==> config.mk <==
export PLATFORM = sky130hd
export DESIGN_NAME = regfile_mp_flat
export DESIGN_NICKNAME = d
export VERILOG_FILES = /design/src/rtl/regfile_mp_pkg.sv /design/src/rtl/regfile_mp_if.sv /design/src/rtl/regfile_clr_fsm.sv /design/src/rtl/regfile_mp.sv /design/src/flat_wrapper.sv
export SDC_FILE = /design/constraint.sdc
export NUM_CORES = 1
export LEC_CHECK = 0
export CORE_AREA = 2 2 136 138
export DETAILED_ROUTE_END_ITERATION = 16
export DIE_AREA = 0 0 138 140
export MAX_ROUTING_LAYER = met4
export SLEW_MARGIN = 10
export SYNTH_ARGS = -nofsm -noshare
export SYNTH_HDL_FRONTEND = slang
export SYNTH_SLANG_ARGS = --single-unit
export TNS_END_PERCENT = 30
==> constraint.sdc <==
create_clock -name clk -period 2.4 [get_ports clk]
set_input_delay 0.24 -clock clk [delete_from_list [all_inputs] [get_ports clk]]
set_output_delay 0.24 -clock clk [all_outputs]
set_load 0.02 [all_outputs]
==> src/rtl/regfile_mp_pkg.sv <==
`timescale 1ns/1ps
`default_nettype none
// +----------------------------------------------------------------------------+
// | Module      : regfile_mp_pkg                                               |
// | Description : Shared defaults and clear-FSM state encodings for the        |
// |               multi-port PE register file.                                 |
// | Revision    : 1.0 - initial release                                        |
// +----------------------------------------------------------------------------+
package regfile_mp_pkg;

    // Switch phit width; register entries carry one phit each.
    localparam int PHIT_SIZE = 16;

    // Register-file defaults; $clog2(RF_DEPTH) equals the RF address width.
    localparam int RF_DEPTH  = 8;
    localparam int RF_NUM_RD = 2;
    localparam int RF_NUM_WR = 1;

    // Clear sweep FSM encodings.
    typedef logic [0:0] rf_state_t;
    localparam logic [0:0] RF_IDLE  = 1'b0;
    localparam logic [0:0] RF_CLEAR = 1'b1;

endpackage : regfile_mp_pkg
`default_nettype wire

==> src/rtl/regfile_mp_if.sv <==
`timescale 1ns/1ps
`default_nettype none
// +----------------------------------------------------------------------------+
// | Module      : regfile_mp_if                                                |
// | Description : Bus bundle between a PE (master) and the register file       |
// |               (slave).                                                     |
// |   wen/wr_addr/d_in   : per-port write enable, address, data (flat slices)  |
// |   rd_addr            : per-port read address (flat slices)                 |
// |   d_out/rd_valid     : per-port read data and entry-valid bit              |
// |   clr_req            : one-cycle clear request                             |
// |   busy/wr_drop       : sweep-in-progress flag, dropped-write pulse         |
// | Revision    : 1.0 - initial release                                        |
// +----------------------------------------------------------------------------+
interface regfile_mp_if #(
    parameter int DWIDTH = regfile_mp_pkg::PHIT_SIZE,
    parameter int AWIDTH = $clog2(regfile_mp_pkg::RF_DEPTH),
    parameter int NUM_RD = regfile_mp_pkg::RF_NUM_RD,
    parameter int NUM_WR = regfile_mp_pkg::RF_NUM_WR
) ();

    logic [NUM_WR-1:0]        wen;
    logic [NUM_WR*AWIDTH-1:0] wr_addr;
    logic [NUM_WR*DWIDTH-1:0] d_in;
    logic [NUM_RD*AWIDTH-1:0] rd_addr;
    logic [NUM_RD*DWIDTH-1:0] d_out;
    logic [NUM_RD-1:0]        rd_valid;
    logic                     clr_req;
    logic                     busy;
    logic                     wr_drop;

    modport master (
        output wen, wr_addr, d_in, rd_addr, clr_req,
        input  d_out, rd_valid, busy, wr_drop
    );

    modport slave (
        input  wen, wr_addr, d_in, rd_addr, clr_req,
        output d_out, rd_valid, busy, wr_drop
    );

endinterface : regfile_mp_if
`default_nettype wire

==> src/rtl/regfile_clr_fsm.sv <==
`timescale 1ns/1ps
`default_nettype none
// +----------------------------------------------------------------------------+
// | Module      : regfile_clr_fsm                                              |
// | Description : Sequential clear-sweep engine. Walks every entry once after  |
// |               a clear request, and flags writes that arrive mid-sweep.     |
// |   clk, rst_n     : clock, asynchronous active-low reset                    |
// |   i_clr_req      : clear request pulse (ignored while sweeping)            |
// |   i_any_wen      : OR of all write enables                                 |
// |   o_busy         : high for exactly DEPTH cycles per sweep                 |
// |   o_wr_drop      : one-cycle pulse after a cycle with a write while busy   |
// |   o_clr_en       : storage should clear entry o_clr_addr this cycle        |
// |   o_clr_addr     : sweep pointer                                           |
// | Revision    : 1.0 - initial release                                        |
// +----------------------------------------------------------------------------+
module regfile_clr_fsm
    import regfile_mp_pkg::*;
#(
    parameter int DEPTH  = RF_DEPTH,
    parameter int AWIDTH = $clog2(DEPTH)
) (
    input  wire               clk,
    input  wire               rst_n,
    input  wire               i_clr_req,
    input  wire               i_any_wen,
    output logic              o_busy,
    output logic              o_wr_drop,
    output logic              o_clr_en,
    output logic [AWIDTH-1:0] o_clr_addr
);

    localparam logic [AWIDTH-1:0] c_LAST_ADDR = AWIDTH'(DEPTH - 1);

    rf_state_t         r_state;
    logic [AWIDTH-1:0] r_ptr;
    logic              r_busy;
    logic              r_wr_drop;

    always_ff @(posedge clk or negedge rst_n) begin
        if (!rst_n) begin
            r_state   <= RF_IDLE;
            r_ptr     <= '0;
            r_busy    <= 1'b0;
            r_wr_drop <= 1'b0;
        end else begin
            // Reflects the busy level of the cycle the write was presented in.
            r_wr_drop <= i_any_wen & r_busy;
            case (r_state)
                RF_IDLE: begin
                    if (i_clr_req) begin
                        r_state <= RF_CLEAR;
                        r_ptr   <= '0;
                        r_busy  <= 1'b1;
                    end
                end
                RF_CLEAR: begin
                    // ptr wraps to 0 naturally at DEPTH since DEPTH is 2**AWIDTH.
                    r_ptr <= r_ptr + 1'b1;
                    if (r_ptr == c_LAST_ADDR) begin
                        r_state <= RF_IDLE;
                        r_busy  <= 1'b0;
                    end
                end
                default: begin
                    r_state <= RF_IDLE;
                    r_busy  <= 1'b0;
                end
            endcase
        end
    end

    assign o_busy     = r_busy;
    assign o_wr_drop  = r_wr_drop;
    assign o_clr_en   = (r_state == RF_CLEAR);
    assign o_clr_addr = r_ptr;

endmodule : regfile_clr_fsm
`default_nettype wire

==> src/rtl/regfile_mp.sv <==
`timescale 1ns/1ps
`default_nettype none
// +----------------------------------------------------------------------------+
// | Module      : regfile_mp                                                   |
// | Description : Parametrised multi-port register file for CGRA PEs.          |
// |               NUM_WR fixed-priority write ports (highest index wins),      |
// |               NUM_RD read ports (combinational, or registered with         |
// |               write-through bypass), per-entry valid bits and a            |
// |               sequential clear sweep.                                      |
// |   clk, rst_n : clock, asynchronous active-low reset                        |
// |   bus        : regfile_mp_if slave modport (write/read/clear signals)      |
// | Revision    : 1.0 - initial release                                        |
// +----------------------------------------------------------------------------+
module regfile_mp
    import regfile_mp_pkg::*;
#(
    parameter int DWIDTH   = PHIT_SIZE,
    parameter int DEPTH    = RF_DEPTH,
    parameter int AWIDTH   = $clog2(DEPTH),
    parameter int NUM_RD   = RF_NUM_RD,
    parameter int NUM_WR   = RF_NUM_WR,
    parameter int READ_REG = 0
) (
    input  wire         clk,
    input  wire         rst_n,
    regfile_mp_if.slave bus
);

    logic [DWIDTH-1:0]        r_mem [DEPTH];
    logic [DEPTH-1:0]         r_valid;

    logic [AWIDTH-1:0]        w_wr_addr [NUM_WR];
    logic [DWIDTH-1:0]        w_wr_data [NUM_WR];
    logic [AWIDTH-1:0]        w_rd_addr [NUM_RD];

    logic [NUM_RD*DWIDTH-1:0] w_rd_data;
    logic [NUM_RD-1:0]        w_rd_vld;

    logic                     w_clr_en;
    logic [AWIDTH-1:0]        w_clr_addr;
    logic                     w_busy;
    logic                     w_wr_drop;

    // ------------------------------------------------------------------
    // Port slicing
    // ------------------------------------------------------------------
    generate
        for (genvar k = 0; k < NUM_WR; k++) begin : g_wr_port
            assign w_wr_addr[k] = bus.wr_addr[k*AWIDTH +: AWIDTH];
            assign w_wr_data[k] = bus.d_in[k*DWIDTH +: DWIDTH];
        end
        for (genvar j = 0; j < NUM_RD; j++) begin : g_rd_port
            assign w_rd_addr[j] = bus.rd_addr[j*AWIDTH +: AWIDTH];
        end
    endgenerate

    // ------------------------------------------------------------------
    // Clear sweep engine
    // ------------------------------------------------------------------
    regfile_clr_fsm #(
        .DEPTH  (DEPTH),
        .AWIDTH (AWIDTH)
    ) u_clr_fsm (
        .clk        (clk),
        .rst_n      (rst_n),
        .i_clr_req  (bus.clr_req),
        .i_any_wen  (|bus.wen),
        .o_busy     (w_busy),
        .o_wr_drop  (w_wr_drop),
        .o_clr_en   (w_clr_en),
        .o_clr_addr (w_clr_addr)
    );

    assign bus.busy    = w_busy;
    assign bus.wr_drop = w_wr_drop;

    // ------------------------------------------------------------------
    // Storage. Writes are only accepted while the sweep is idle; the
    // ascending port loop lets the higher port index win an address
    // collision because its non-blocking update is scheduled last.
    // ------------------------------------------------------------------
    always_ff @(posedge clk or negedge rst_n) begin
        if (!rst_n) begin
            for (int e = 0; e < DEPTH; e++) begin
                r_mem[e] <= '0;
            end
            r_valid <= '0;
        end else if (w_clr_en) begin
            r_mem[w_clr_addr]   <= '0;
            r_valid[w_clr_addr] <= 1'b0;
        end else begin
            for (int k = 0; k < NUM_WR; k++) begin
                if (bus.wen[k]) begin
                    r_mem[w_wr_addr[k]]   <= w_wr_data[k];
                    r_valid[w_wr_addr[k]] <= 1'b1;
                end
            end
        end
    end

    // ------------------------------------------------------------------
    // Array read (current contents, no bypass)
    // ------------------------------------------------------------------
    always_comb begin
        w_rd_data = '0;
        w_rd_vld  = '0;
        for (int j = 0; j < NUM_RD; j++) begin
            w_rd_data[j*DWIDTH +: DWIDTH] = r_mem[w_rd_addr[j]];
            w_rd_vld[j]                   = r_valid[w_rd_addr[j]];
        end
    end

    // ------------------------------------------------------------------
    // Read output stage
    // ------------------------------------------------------------------
    generate
        if (READ_REG != 0) begin : g_rd_reg
            logic [NUM_RD*DWIDTH-1:0] w_byp_data;
            logic [NUM_RD-1:0]        w_byp_vld;
            logic [NUM_RD*DWIDTH-1:0] r_d_out;
            logic [NUM_RD-1:0]        r_rd_valid;

            // Write-through: a write accepted at the same edge overrides the
            // stale array value, so the registered read returns new data.
            always_comb begin
                w_byp_data = w_rd_data;
                w_byp_vld  = w_rd_vld;
                if (!w_clr_en) begin
                    for (int j = 0; j < NUM_RD; j++) begin
                        for (int k = 0; k < NUM_WR; k++) begin
                            if (bus.wen[k] && (w_wr_addr[k] == w_rd_addr[j])) begin
                                w_byp_data[j*DWIDTH +: DWIDTH] = w_wr_data[k];
                                w_byp_vld[j]                   = 1'b1;
                            end
                        end
                    end
                end
            end

            always_ff @(posedge clk or negedge rst_n) begin
                if (!rst_n) begin
                    r_d_out    <= '0;
                    r_rd_valid <= '0;
                end else begin
                    r_d_out    <= w_byp_data;
                    r_rd_valid <= w_byp_vld;
                end
            end

            assign bus.d_out    = r_d_out;
            assign bus.rd_valid = r_rd_valid;
        end else begin : g_rd_comb
            assign bus.d_out    = w_rd_data;
            assign bus.rd_valid = w_rd_vld;
        end
    endgenerate

endmodule : regfile_mp
`default_nettype wire
==> src/flat_wrapper.sv <==
// flat-port wrapper written by rule: the top's interface ports become plain ports
module regfile_mp_flat import regfile_mp_pkg::*;
#(
    parameter int DWIDTH   = PHIT_SIZE,
    parameter int DEPTH    = RF_DEPTH,
    parameter int AWIDTH   = $clog2(DEPTH),
    parameter int NUM_RD   = RF_NUM_RD,
    parameter int NUM_WR   = RF_NUM_WR,
    parameter int READ_REG = 0
)
  (clk, rst_n, bus_wen, bus_wr_addr, bus_d_in, bus_rd_addr, bus_clr_req, bus_d_out, bus_rd_valid, bus_busy, bus_wr_drop);
  regfile_mp_if #(.DWIDTH(DWIDTH), .AWIDTH(AWIDTH), .NUM_RD(NUM_RD), .NUM_WR(NUM_WR)) bus_i ();
  input  wire clk;
  input  wire rst_n;
  input wire logic [$bits(bus_i.wen)-1:0] bus_wen;
  input wire logic [$bits(bus_i.wr_addr)-1:0] bus_wr_addr;
  input wire logic [$bits(bus_i.d_in)-1:0] bus_d_in;
  input wire logic [$bits(bus_i.rd_addr)-1:0] bus_rd_addr;
  input wire logic [$bits(bus_i.clr_req)-1:0] bus_clr_req;
  output wire logic [$bits(bus_i.d_out)-1:0] bus_d_out;
  output wire logic [$bits(bus_i.rd_valid)-1:0] bus_rd_valid;
  output wire logic [$bits(bus_i.busy)-1:0] bus_busy;
  output wire logic [$bits(bus_i.wr_drop)-1:0] bus_wr_drop;
  assign bus_i.wen = bus_wen;
  assign bus_i.wr_addr = bus_wr_addr;
  assign bus_i.d_in = bus_d_in;
  assign bus_i.rd_addr = bus_rd_addr;
  assign bus_i.clr_req = bus_clr_req;
  assign bus_d_out = bus_i.d_out;
  assign bus_rd_valid = bus_i.rd_valid;
  assign bus_busy = bus_i.busy;
  assign bus_wr_drop = bus_i.wr_drop;
  regfile_mp #(.DWIDTH(DWIDTH), .DEPTH(DEPTH), .AWIDTH(AWIDTH), .NUM_RD(NUM_RD), .NUM_WR(NUM_WR), .READ_REG(READ_REG)) u_core (.clk(clk), .rst_n(rst_n), .bus(bus_i));
endmodule
==> flow_summary.ini, run 1 <==
[power_and_ir_drop]
power_frac_comb = 0.347
p_switching_uw = 3520
clkPwrFrac = 0.267
report.power.total_uw = 10400
power_frac_seq = 0.385
irDropWorstVdd_mv = 0.760
total_leakage_power_uw = 0.00486
switching_share = 0.339
internal-power_uw = 6850
powerDensity_nw_per_um2 = 1080

[setup_path]
worstSetupPathType = flip-flop to output pin
rr_startpoint = u_core.u_clr_fsm.o_clr_en
cp-end-kind = output pin
critPathLaunch = u_core.r_mem[15]
required_ns = 2.16
critPathMaxStageDelay_ns = 0.55
worstPathCellList = mux4_2 -> mux2_2 -> clkdlybuf4s50_1
crit_fanout = 3
critPathLaunchType = flip-flop
r2r_setup_slack_ns = 0.71
cp.arrival_ns = 2.12
crit_path_top_delay_cell = clkdlybuf4s50_1

[clocking]
clockBufferDepth = 2
cts_buffers = 17
cts_max_level = 4
cts.sinks = 142
clk-insertion-delay-late_ns = 0.42
clk_pin_slew_worst_paths_ns = 0.06
cts_setup_buffers = 0
cts_tree = done
cts_root_buffer = clkbuf_16

[worst_hold_path]
min_path_type = input port to async pin

[global_routing]
grt_pass1_wl_um = 33600
grtUsageTotal = 0.238
antenna_found_initial = 0
grt_start_max_net_pins = 70
grt_pass1_vias = 5823
grt_overflow_total = 0

[outcome]
run_status = complete, no violations

[synthesis]
yosys.area.top_type = dfrtp_1
ys_warn_count = 0
synthTopCellsByArea = dfrtp_1 45%, mux4_2 19%, mux2i_1 16%, nand2_1 6.8%, mux2_2 4.9%
syn_nets = 651
synth_top_cell_area_share = 0.450
synth_edf_count = 0
seq_area_frac_synth = 0.450
syn_avg_cell_area_sq_um = 12.8
ys_ff_latch = 142
synthTopCellsByCount = 142 x dfrtp_1, 142 x nand2_1, 129 x mux2i_1
synth-async-reset-ratio = 1.00
postSynthCellCount = 619
synthFlopType = dfrtp_1
synth_area_sq_um = 7890
ys_types = 31

[placed_design]
placed_cells = 893
port_buffers = 64
gp_congestion = 0.752
hpwl_um = 12800

[sta]
finalCritPeriodShare = 0.983
fin_skew_ns = 0.0103
slew_headroom = 0.561
min_period_ns = 2.36
setup_viol = 0
hold_violations = 0
fin_setup_tns_ns = 0
slew_viol_final = 0
worstMarginPinSlew_ns = 0.658
max_freq_mhz = 424
rsz0062_at_grt = no

[floorplanning]
die_h_um = 140
dieArea_sq_um = 19300
core_sq_um = 17800
pin_count = 65
die_w_um = 138
rows = 49
initial_core_util = 0.444

[final_layout]
final_util = 0.539
fin_cells = 926
nets = 716
area_growth_pct = 21.4
antennaDiodeCount = 0
drive_above_1_share = 0.248
nFillCells = 1509

[routing]
drt_iter0_markers = 339
first_pass_iters = 5
ant_nets = 0
routed_wl_um = 21400
drc = 0
avgViaCountPerCell = 5.79
wire_per_inst_um = 23.2
routed-via-count = 5364

[flow_run]
maxCapViolCount = 0
==> worst paths after layout <==
kind / end / cells past startpoint
max: bus_d_out[15] / 3
min: u_core.r_mem[94] / 2
max reg2reg: u_core.r_mem[42] / 4
min reg2reg: u_core.r_valid[6] / 1
max in group asynchronous: u_core.r_mem[15] / 3
min in group clk: u_core.u_clr_fsm.o_clr_en / 3
==> per-stage QoR <==
step,setup slack [ns],hold WS (ns),instance area [sq um]
floorplan,0.573,-0.0556,7890
global placement,0.207,0.288,8910
detailed placement,0.196,0.302,8910
CTS,0.000341,0.427,9540
global route,0.000603,0.455,9580
finish,0.0398,0.411,9580
==> final cells by class <==
cell class	instances	area [sq um]	area share
clock buffer	23	488	0.0509
clock inverter	9	131	0.0137
inverter	17	63.8	0.00666
multi-input combinational	409	4010	0.419
sequential	142	3550	0.371
tap	229	287	0.0299
timing repair buffer	97	1040	0.109
==> layer usage <==
layer / up-vias / global-route usage / share of wire
met4: 0 / 0.0655 / 0.013
li1: 2353 / - / -
met2: 147 / 0.387 / 0.51
met1: 2840 / 0.309 / 0.44
met3: 24 / 0.0438 / 0.044
met5: - / - / 0
==> what timing repair did <==
item | CTS | global route
endpoints found under the hold margin | 65 | 0
setup endpoints to repair | 1 | 14
gates resized for setup | 1 | 14
hold buffers | 1 | 0
==> critical path, delay by kind of cell, from the launching register on <==
| family | cells | cell delay (ns) |
|---|---|---|
| muxes | 2 | 0.76 |
| DFF | 1 | 0.40 |
| buffers and inverters | 1 | 0.55 |
==> registers in the layout, indices dropped and copies added (netlist names) <==
register	count
u_core.u_clr_fsm.o_clr_en	1
u_core.r_mem	128
u_core.r_valid	8
u_core.u_clr_fsm.o_clr_addr	3
u_core.u_clr_fsm.o_busy	1
u_core.u_clr_fsm.o_wr_drop	1
==> cell usage in the layout, fill, tap and decap left out, types with 3 or more instances in the layout <==
cell type | Yosys | routed
nand4bb_1 | 3 | 3
dfrtp_1 | 142 | 142
buf_4 | 3 | 21
buf_12 | 0 | 11
dlymetal6s2s_1 | 0 | 14
nor2_1 | 3 | 3
bufinv_16 | 0 | 3
mux2i_1 | 129 | 129
buf_2 | 32 | 4
inv_1 | 17 | 17
mux2_2 | 34 | 34
clkbuf_16 | 0 | 17
mux4_2 | 68 | 68
clkdlybuf4s50_1 | 0 | 44
a21o_1 | 3 | 3
nand2b_1 | 5 | 5
clkinvlp_4 | 0 | 3
ha_1 | 3 | 3
nand2_1 | 142 | 142
nand4b_1 | 3 | 3
clkbuf_8 | 0 | 4
==> power groups by stage <==
stage / Sequential, uW / Clock (uW) / Combinational, uW
after CTS: 3970 / 2810 / 3650
after global placement: 3930 / 0 / 3550
after global routing: 4100 / 2920 / 3900
final: 3990 / 2770 / 3600
after detailed placement: 4010 / 0 / 3640
after floorplan: 3740 / 0 / 2470
==> kinds of logic after synthesis <==
family,Yosys count,synth area share
muxes,231,0.406
and+or+nand+nor,168,0.0912
AOI/OAI and AO/OA,7,0.00555
DFF,142,0.450
buffers and inverters,68,0.0422
adders and majority gates,3,0.00476
No activity file was read; power rests on OpenSTA's default activity.
==> run 2: changes to the inputs <==
- SETUP_SLACK_MARGIN: not set -> 0.4
==> run 2 against run 1 <==
  * First-iteration DRC count is 6.2% higher
  * Core utilization is 0.13 points lower
  * Global-route usage is 0.084 points higher
  * Sequential power hardly changed
  * Die area stayed put
  * Flip-flop and latch count stayed put
  * Critical endpoint unchanged
  * Clock-buffer cell count stayed put
  * Fmax is 14% higher
  * Hold slack worse by 0.0014 ns
  * Via count is 0.41% higher
  * Non-clock buffer count is 4 higher
==> flow_summary.ini, run 2 (synthesis gave the netlist of run 1 again) <==
[outcome]
run_status = complete, no violations

[sta]
min_period_ns = 2.06
fin_setup_tns_ns = 0
worstMarginPinSlew_ns = 0.661
hold_violations = 0
finalCritPeriodShare = 0.860
setup_viol = 0
rsz0062_at_grt = yes
slew_viol_final = 0
slew_headroom = 0.559
fin_skew_ns = 0.0105
max_freq_mhz = 484
finalWorstSetupSlack_ns = 0.335

[final_layout]
nFillCells = 1531
nets = 720
area_growth_pct = 21.1
largest_reg_flops = 128
most-common-layout-cells = 142 x nand2_1, 142 x dfrtp_1, 129 x mux2i_1
antennaDiodeCount = 0
drive_above_1_share = 0.301
top_register = u_core.r_mem

[placed_design]
hpwl_um = 12800
dp_slack_ns = 0.196
port_buffers = 64
gp_congestion = 0.752

[power_and_ir_drop]
switching_share = 0.342
total_leakage_power_uw = 0.00470
power_frac_seq = 0.385
internal-power_uw = 6820
irDropWorstVdd_mv = 0.759
power_frac_comb = 0.348
clkPwrFrac = 0.267
powerDensity_nw_per_um2 = 1080
p_switching_uw = 3540

[routing]
wire_per_inst_um = 23.1
routed_wl_um = 21500
ant_nets = 0
drt_iter0_markers = 360
first_pass_iters = 5
routed-via-count = 5386
avgViaCountPerCell = 5.79
drc = 0

[clocking]
clk-insertion-delay-late_ns = 0.42
cts_buffers = 17
cts_root_buffer = clkbuf_16
cts_max_level = 4
clk_pin_slew_worst_paths_ns = 0.06
cts.sinks = 142
clockBufferDepth = 2
cts_tree = done

[setup_path]
worstPathCellList = mux4_2 -> mux2_2 -> clkdlybuf4s15_2
crit_path_top_delay_cell = mux4_2
rr_startpoint = u_core.u_clr_fsm.o_clr_en
crit_fanout = 3
cp.arrival_ns = 1.82
critPathLaunchType = flip-flop
cp-endpoint = bus_d_out[15]
critical_path.top_delay_family = multiplexers
reg2regPathDepth = 4
r2r-end = u_core.r_mem[42]
cp_num_cells = 3
required_ns = 2.16
cp-end-kind = output pin
critPathMaxStageDelay_ns = 0.47
worstSetupPathType = flip-flop to output pin
crit_buf_inv = 1
critPathLaunch = u_core.r_mem[15]
r2r_setup_slack_ns = 0.71

[global_routing]
grtUsageTotal = 0.238
grt_pass1_vias = 5851
grt_pass1_wl_um = 33700
grt_overflow_total = 0
grt_start_max_net_pins = 70
antenna_found_initial = 0

[floorplanning]
dieArea_sq_um = 19300
die_h_um = 140
core_sq_um = 17800
initial_core_util = 0.444
die_w_um = 138
rows = 49
pin_count = 65

[flow_run]
maxCapViolCount = 0

[worst_hold_path]
min_path_type = input port to async pin
==> run 2: cell types whose count changed in the layout (fill, tap and decap cells not counted), moves of 6 or more <==
| cell | delta |
|---|---|
| buf_2 | +8 |
| buf_4 | +6 |
| clkdlybuf4s15_2 | +14 |
| clkdlybuf4s50_1 | -19 |
| dlymetal6s2s_1 | -14 |
| mux2_2 | -7 |
| mux2_4 | +7 |
==> run 2: how the worst min path moves through the flow <==
stage	startpoint	endpoint	slack, ns	depth (start not counted)
floorplan	rst_n	u_core.r_mem[0]	-0.06	0
global placement	rst_n	u_core.r_mem[30]	0.29	1
detailed placement	rst_n	u_core.r_mem[30]	0.30	1
CTS	rst_n	u_core.r_mem[30]	0.43	2
global route	rst_n	u_core.r_mem[94]	0.46	2
finish	rst_n	u_core.r_mem[94]	0.41	2
==> run 2: area by class of cell <==
type	instances	area, sq um	share of cell area
Multi-Input combinational cell	409	4040	0.423
Tap cell	229	287	0.0300
Sequential cell	142	3550	0.372
Timing Repair Buffer	101	993	0.104
Inverter	17	63.8	0.00668
Clock buffer	23	488	0.0511
Clock inverter	9	131	0.0138
==> run 2: what timing repair did <==
action | CTS | global route
endpoints found under the setup margin | 34 | 34
setup buffers | 2 | 2
gates resized for setup | 112 | 24
hold buffers | 1 | 0
hold endpoints to repair | 65 | 0
==> run 2: per-stage QoR <==
stage               utilization  power (uW)  hold slack [ns]  instance area (sq um)  cells
floorplan                     -        6220          -0.0556                   7890    619
global placement          0.501        7480            0.288                   8910    893
detailed placement        0.501        7650            0.302                   8910    893
CTS                       0.537       10400            0.427                   9550    928
global route              0.537       10900            0.455                   9550    930
finish                    0.537       10400            0.410                   9550    930
==> run 2: routing by layer <==
layer,global-route usage,part of all wire,up-vias,wire length [um]
li1,-,-,2366,-
met1,0.309,0.43,2842,9310
met2,0.390,0.51,154,10900
met3,0.0441,0.046,24,989
met4,0.0644,0.015,0,313
met5,-,0,-,0
==> run 2: worst register-to-register path, stage by stage (launching register included) <==
cell,delay [ns]
dfrtp_1,0.50
buf_4,0.23
or3_1,0.36
buf_4,0.27
mux2i_1,0.18
==> run 2: power by group through the flow <==
stage	registers [uW]	clock network, uW	logic, uW
after detailed placement	4010	0	3640
after global placement	3930	0	3550
after CTS	3970	2810	3580
after global routing	4100	2920	3890
final	3990	2770	3600
after floorplan	3740	0	2470
==> run 3: changes to the inputs <==
- DONT_BUFFER_PORTS: not set -> 1
==> run 3 against run 2 <==
  * The flow now finishes with violations (hold timing)
  * First-iteration DRC count increased by 18%
  * Register-to-register slack got worse by 0.15 ns
  * Clock power increased by 3%
  * Critical path type unchanged
==> flow_summary.ini, run 3 (synthesis gave the netlist of run 1 again) <==
[sta]
whs_ns = -0.493
finalWorstSetupSlack_ns = 0.495
slew_viol_final = 0
fin_setup_tns_ns = 0
hold_violations = 142
fin_skew_ns = 0.00587
setup_viol = 0
max_freq_mhz = 525
slew_headroom = 0.615
min_period_ns = 1.91
rsz0062_at_grt = no
finalCritPeriodShare = 0.794
worstMarginPinSlew_ns = 0.577

[power_and_ir_drop]
total_leakage_power_uw = 0.00430
power_frac_seq = 0.409
switching_share = 0.335
p_switching_uw = 3290
internal-power_uw = 6530
irDropWorstVdd_mv = 0.957
report.power.total_uw = 9820
clkPwrFrac = 0.292
powerDensity_nw_per_um2 = 1120
power_frac_comb = 0.300

[clocking]
clk_pin_slew_worst_paths_ns = 0.06
cts.sinks = 142
cts_tree = done
cts_max_level = 4
cts_root_buffer = clkbuf_16
clockBufferDepth = 2
clk-insertion-delay-late_ns = 0.43
ctsHoldBuffers = 2
cts_buffers = 17

[global_routing]
grt_overflow_total = 0
grt_pass1_vias = 5641
grtUsageTotal = 0.234
grt_pass1_wl_um = 33200
antenna_found_initial = 0
grt_start_max_net_pins = 143

[floorplanning]
die_h_um = 140
initial_core_util = 0.444
die_w_um = 138
core_sq_um = 17800
rows = 49
pin_count = 65
dieArea_sq_um = 19300

[routing]
wire_per_inst_um = 24.4
first_pass_iters = 5
drt_iter0_markers = 426
drc = 0
routed_wl_um = 20700
ant_nets = 0
routed-via-count = 5135
avgViaCountPerCell = 6.03

[setup_path]
worstSetupPathType = flip-flop to output pin
critPathLaunchType = flip-flop
crit_buf_inv = 0
crit_fanout = 3
critical_path.top_delay_family = multiplexers
cp.arrival_ns = 1.67
critPathMaxStageDelay_ns = 0.49
crit_path_top_delay_cell = mux4_2
required_ns = 2.16
worstPathCellList = mux4_2 -> mux2_2
cp-end-kind = output pin

[outcome]
violations = hold timing
run_status = finished with violations

[final_layout]
antennaDiodeCount = 0
most-common-layout-cells = 142 x nand2_1, 142 x dfrtp_1, 129 x mux2i_1
drive_above_1_share = 0.256
area_growth_pct = 10.6
nets = 641
top_register = u_core.r_mem
largest_reg_flops = 128

[placed_design]
hpwl_um = 12500
port_buffers = 0
gp_congestion = 0.752
dp_slack_ns = 0.413

[flow_run]
maxCapViolCount = 0

[worst_hold_path]
min_path_type = input port to async pin
run 3: metal layers:
metal	up-vias	global-route usage	routed length [um]
li1	2212	-	-
met1	2741	0.300	9130
met2	153	0.369	10200
met3	29	0.0591	1060
met4	0	0.0725	378
met5	-	-	0
run 3: cell type report:
type,instances,area [sq um]
fillers,1557,9050
multi-input cells,409,4020
flip-flops and latches,142,3550
clock buffers,21,480
well taps,229,287
repair buffers,22,170
clock inverters,11,161
inverters,17,63.8
run 3: per-stage QoR:
stage | hold WS [ns] | cell area, sq um | utilization | instances
after global routing | -0.522 | 8730 | 0.491 | 851
after floorplan | -0.0556 | 7890 | - | 619
after global placement | -0.0472 | 8070 | 0.454 | 817
after detailed placement | -0.0475 | 8070 | 0.454 | 817
final | -0.493 | 8730 | 0.491 | 851
after CTS | -0.506 | 8730 | 0.491 | 851
run 3: power by group through the flow:
stage / Sequential (uW) / Clock [uW] / Combinational, uW
finish: 4020 / 2860 / 2940
CTS: 4000 / 2910 / 2970
global placement: 3920 / 0 / 2840
global route: 4150 / 3020 / 3210
detailed placement: 4030 / 0 / 2950
floorplan: 3740 / 0 / 2470
run 3: what timing repair did:
| action | CTS | global route |
|---|---|---|
| setup buffers | 0 | 0 |
| setup endpoints to repair | 1 | 0 |
| endpoints found under the hold margin | 148 | 142 |
| gates resized for setup | 1 | 0 |
run 3: path summary, 6_finish.rpt:
path                                           start                 to  slack, ns  cells past startpoint
setup reg to reg           u_core.u_clr_fsm.o_clr_en   u_core.r_mem[81]       0.56                      4
min in group clk                         bus_d_in[8]  u_core.r_mem[120]       0.10                      2
max in group asynchronous                      rst_n   u_core.r_mem[80]       2.73                      0
setup / recovery                    u_core.r_mem[47]      bus_d_out[31]       0.49                      2
hold / removal                                 rst_n   u_core.r_mem[71]      -0.49                      0
hold reg to reg                    u_core.r_valid[3]  u_core.r_valid[3]       0.50                      1
run 3: worst reg2reg max path, delay by kind of cell, from the launching register on:
kind                   cells  cell delay, ns
DFF                        1            0.70
and+or+nand+nor            2            0.43
buffers and inverters      1            0.38
muxes                      1            0.25
